`config.mk`:
```
export PLATFORM = sky130hd
export DESIGN_NAME = ifetch_unit
export DESIGN_NICKNAME = d
export VERILOG_FILES = /design/src/rtl/ifetch_unit.sv
export SDC_FILE = /design/constraint.sdc
export NUM_CORES = 1
export LEC_CHECK = 0
export ABC_AREA = 1
export BUFFER_PORTS_ARGS = -buffer_cell sky130_fd_sc_hd__clkbuf_2
export CORE_AREA = 2 2 107 109
export DETAILED_ROUTE_END_ITERATION = 10
export DIE_AREA = 0 0 109 111
export GPL_TIMING_DRIVEN = 0
export MAX_ROUTING_LAYER = met4
export PLACE_DENSITY = 0.81
export SYNTH_ARGS = -nofsm -noshare
export SYNTH_HDL_FRONTEND = slang
export SYNTH_SLANG_ARGS = --single-unit
export TNS_END_PERCENT = 20
```
`constraint.sdc`:
```
create_clock -name clk -period 3.55 [get_ports clk]
set_input_delay 1.065 -clock clk [delete_from_list [all_inputs] [get_ports clk]]
set_output_delay 1.065 -clock clk [all_outputs]
set_load 0.01 [all_outputs]
```
`src/rtl/ifetch_unit.sv`:
```
// Instruction fetch stage: owns the PC, fetches one word at a time from
// instruction memory and holds it, pre-split into decoder fields, until the
// decoder consumes it. The next PC is chosen at consume time from PCSrc.
//
// Handshakes: a transfer happens on a rising edge where valid && ready are
// both high; the producer holds valid and its payload stable until then.
// The memory response is valid-only and is accepted only while waiting for
// the single outstanding request.
module ifetch_unit #(
  parameter logic [31:0] RESET_PC  = 32'h0000_0000,
  parameter logic [31:0] NOP_INSTR = 32'h0000_0013
) (
  input  logic        clk,
  input  logic        reset,
  output logic        imem_req_valid,
  input  logic        imem_req_ready,
  output logic [31:0] imem_addr,
  input  logic        imem_rsp_valid,
  input  logic [31:0] imem_rsp_data,
  output logic        instr_valid,
  input  logic        instr_ready,
  output logic [31:0] instr,
  output logic [6:0]  op,
  output logic [2:0]  funct3,
  output logic        funct7,
  output logic [31:0] pc,
  output logic [31:0] pc_plus4,
  input  logic        PCSrc,
  input  logic [31:0] PCTarget,
  output logic [31:0] fetch_count,
  output logic [1:0]  dbg_state
);

  typedef enum logic [1:0] {
    S_REQ  = 2'd0,
    S_WAIT = 2'd1,
    S_HOLD = 2'd2
  } state_e;

  state_e      state_q, state_d;
  logic [31:0] pc_q, pc_d;
  logic [31:0] instr_q, instr_d;
  logic [31:0] fetch_count_q, fetch_count_d;
  logic        req_fire;
  logic        consume_fire;
  logic        pctarget_unused;

  // Target is forced to word alignment; the low bits are simply dropped.
  assign pctarget_unused = ^PCTarget[1:0];

  // Request is suppressed while reset is held so nothing leaks out before
  // the memory side has left reset too.
  assign imem_req_valid = (state_q == S_REQ) && !reset;
  assign imem_addr      = pc_q;
  assign req_fire       = imem_req_valid && imem_req_ready;

  assign instr_valid    = (state_q == S_HOLD);
  assign consume_fire   = instr_valid && instr_ready;

  assign instr          = instr_q;
  assign op             = instr_q[6:0];
  assign funct3         = instr_q[14:12];
  assign funct7         = instr_q[30];
  assign pc             = pc_q;
  assign pc_plus4       = pc_q + 32'd4;
  assign fetch_count    = fetch_count_q;
  assign dbg_state      = state_q;

  // Next-state logic for the REQ -> WAIT -> HOLD fetch cycle.
  always_comb begin
    state_d       = state_q;
    pc_d          = pc_q;
    instr_d       = instr_q;
    fetch_count_d = fetch_count_q;
    case (state_q)
      S_REQ: begin
        if (req_fire) state_d = S_WAIT;
      end
      S_WAIT: begin
        if (imem_rsp_valid) begin
          instr_d = imem_rsp_data;
          state_d = S_HOLD;
        end
      end
      S_HOLD: begin
        if (consume_fire) begin
          pc_d          = PCSrc ? {PCTarget[31:2], 2'b00} : pc_plus4;
          fetch_count_d = fetch_count_q + 32'd1;
          state_d       = S_REQ;
        end
      end
      default: state_d = S_REQ;
    endcase
  end

  // State registers with synchronous reset; a pending response is dropped.
  always_ff @(posedge clk) begin
    if (reset) begin
      state_q       <= S_REQ;
      pc_q          <= RESET_PC;
      instr_q       <= NOP_INSTR;
      fetch_count_q <= 32'd0;
    end else begin
      state_q       <= state_d;
      pc_q          <= pc_d;
      instr_q       <= instr_d;
      fetch_count_q <= fetch_count_d;
    end
  end

endmodule
```
==> results.cfg <==
[detailed_routing]
drt_pre_antenna_iters = 5
num_vias = 6185
ant_nets = 0
post-route-drc-count = 0
avgRoutedWirePerCell_um = 13.4
viasPerCell = 4.99
drt_wl_total_um = 16600
drt_iter0_drc = 410

[finish]
nFillCells = 1087
syn_to_final_growth_pct = 31.2
layoutNonFillerInstCount = 1240
n_antenna_cell = 0
nNetsFinal = 1164
fin_area_um2 = 7100
drive_gt1_share_pct = 30.2

[logic_synthesis]
syn_avg_cell_area_um2 = 6.44
synth.largest_area_cell = dfxtp_1
synth.area.top_cells = dfxtp_1, nand2_1, nor2_1
synth_seq_cells = 96
yosysSeqAreaShare_pct = 35.5
synth_cells = 840
ys.warnings.count = 0
netlist_area_um2 = 5410
synth_top_cell_area_share_pct = 35.5
synth_cell_types = 30

[power_and_ir_drop]
p_leak_nw = 3.41
ir_drop_mv = 0.260
powerDensity_nw_per_um2 = 334

[setup_path]
reg2reg_depth = 8
max_stage_delay_ns = 0.45
arrival_ns = 2.11
crit_type = reg -> out
reg2reg_from = imem_addr[2]
ff2ff_setup_slack_ns = 1.70
critPathRequiredTime_ns = 2.48
r2r_end = imem_addr[14]
cp.buffers_inverters = 1
path_cells = ha_1 -> nand2_1 -> nor2_2 -> nand2_2 -> nor2_2 -> xor2_1 -> clkbuf_2
cp_top_family = simple AND/OR/NAND/NOR gates
worst_setup_path_start_kind = flip-flop
critPathCaptureType = primary output
path_max_fanout = 6
cpMaxStageDelayCell = dfxtp_1
path_common_cell = nor2_2

[cts]
clockBufferDepth = 2
cts_max_level = 3
cts_hold_buf = 0
cts_tree = built
cts-resized-gates = 0
cts_setup_buffers = 0
clockRootBuffer = clkbuf_16
clock_sinks = 96
numCtsBuffers = 9
clkTransAtPathRegs_ns = 0.08
clock_latency_ns = 0.34

[die]
dieArea_um2 = 12100
die_x_um = 109
die_y_um = 111
initial_core_util_pct = 48.9
core_um2 = 11100
pin_count = 245
rows = 39

[sta]
drv_slew = 0
layout_setup_ws_ns = 0.373
fin_crit_ns = 3.18
worst_slew_pin_slew_ns = 0.616
clock_skew_ns = 0.00884
rsz0062_at_grt = no
fin_tns_setup_ns = 0
timing.final.crit_share_pct = 89.5
timing.final.hold_violations = 0
setup_violations = 0
relSlewSlack_pct = 58.9
fmax_ghz = 0.315
whs_ns = 0.492

[min_path]
min_delay_path_depth = 2
hold_path_class = reg -> reg
worstHoldEndpoint = instr[4]
hp-start = instr[4]

[global_routing]
overflow = 0
track_usage_pct = 27.7
grt_max_degree = 19
grt_pass1_wl_um = 26200
grt_antenna_before_repair = 0
grt_pass1_vias = 5381

[placement]
placed_cell_area_um2 = 6790
post-place-ws_ns = 0.753
place.gp.congestion = 0.965
place_inst = 1224
port_buffers = 236
dp_hpwl_um = 12900

[status]
outcome = completed

[job]
cap_violations = 0
## how the worst max path moves through the flow
stage / slack, ns / depth (start not counted) / startpoint / endpoint
after global routing: 0.24 / 7 / imem_addr[2] / pc_plus4[14]
after global placement: 0.74 / 7 / imem_addr[2] / pc_plus4[14]
after floorplan: 1.04 / 7 / imem_addr[2] / pc_plus4[26]
after CTS: 0.37 / 7 / imem_addr[2] / pc_plus4[14]
final: 0.37 / 7 / imem_addr[2] / pc_plus4[14]
after detailed placement: 0.75 / 7 / imem_addr[2] / pc_plus4[14]
## cells by family after synthesis
group,count (synthesis),synth area share (%)
compound gates,146,13.7
xor+xnor,20,3.51
fa+ha+maj,2,0.462
buf+inv,135,12.8
flops,96,35.5
other cells,1,0.0693
simple gates,440,33.9
## area by class of cell
| cell class | count | area [um^2] | area share, % |
|---|---|---|---|
| well taps | 143 | 179 | 2.52 |
| flip-flops and latches | 96 | 1920 | 27.1 |
| plain buffers | 77 | 477 | 6.71 |
| clock inverters | 7 | 86.3 | 1.22 |
| multi-input cells | 614 | 2810 | 39.6 |
| clock buffers | 9 | 225 | 3.17 |
| inverters | 58 | 218 | 3.07 |
| repair buffers | 236 | 1180 | 16.6 |
## cell usage after synthesis
cell type    n
inv_1       55
o211ai_1     1
clkbuf_1    19
buf_2        9
nor2_4       7
inv_2        3
o21a_1       2
o21ai_0     65
nand3b_1     5
nor4_1       1
dfxtp_1     96
buf_1        2
xor2_2       2
a31oi_1      1
nand4_1      4
nor2_1     154
conb_1       1
xor2_1      13
nand2_1    211
ha_1         2
and2_1       6
nand3_2      1
nand3_1     34
buf_4       47
a21oi_1     77
nand2_2      3
nor3_2       1
xnor2_1      5
nor3_1       7
nor2_2       6
## through the flow
step,total power [mW],utilization (%)
after floorplan,1.26,-
after CTS,2.39,64.1
after global placement,1.37,61.3
final,2.37,64.1
after detailed placement,1.37,61.3
after global routing,2.47,64.1
## worst min-delay path, cell delays in order (launching register included)
cell     delay [ns]
dfxtp_1        0.33
nand2_1        0.06
nand3_1        0.05
## layer usage
layer	global-route usage (%)	up-vias	share of wire, %
li1	-	3125	-
met1	35.1	2789	43
met2	44.8	245	47
met3	4.47	26	7.2
met4	9.40	0	2.0
met5	-	-	0
## where the power goes
part	internal [mW]	leakage [nW]	switching, mW
Sequential	1.10	0.777	0.0243
Combinational	0.0969	2.48	0.124
Clock	0.563	0.150	0.463
## cell usage in the layout (no fill, tap or decap), types with 2 or more instances in the layout
| cell | instances |
|---|---|
| clkbuf_2 | 236 |
| nor2_4 | 7 |
| inv_6 | 2 |
| buf_1 | 2 |
| conb_1 | 6 |
| nor3_1 | 7 |
| dfxtp_1 | 96 |
| inv_1 | 55 |
| ha_1 | 2 |
| nor2_1 | 154 |
| xor2_2 | 2 |
| nand3b_1 | 5 |
| xor2_1 | 13 |
| o21a_1 | 2 |
| a21oi_1 | 77 |
| buf_4 | 47 |
| nand2_1 | 211 |
| nand3_1 | 34 |
| clkbuf_16 | 9 |
| o21ai_0 | 65 |
| nand4_1 | 4 |
| nor2_2 | 6 |
| buf_2 | 9 |
| inv_8 | 2 |
| and2_1 | 6 |
| xnor2_1 | 5 |
| inv_2 | 3 |
| clkbuf_1 | 19 |
| nand2_2 | 3 |
## sequential cells by signal, summed over array words and instances, names as in the netlist
signal / flops
fetch_count: 32
imem_addr: 30
instr: 32
dbg_state: 2
Power figures use the tool's default switching activity.
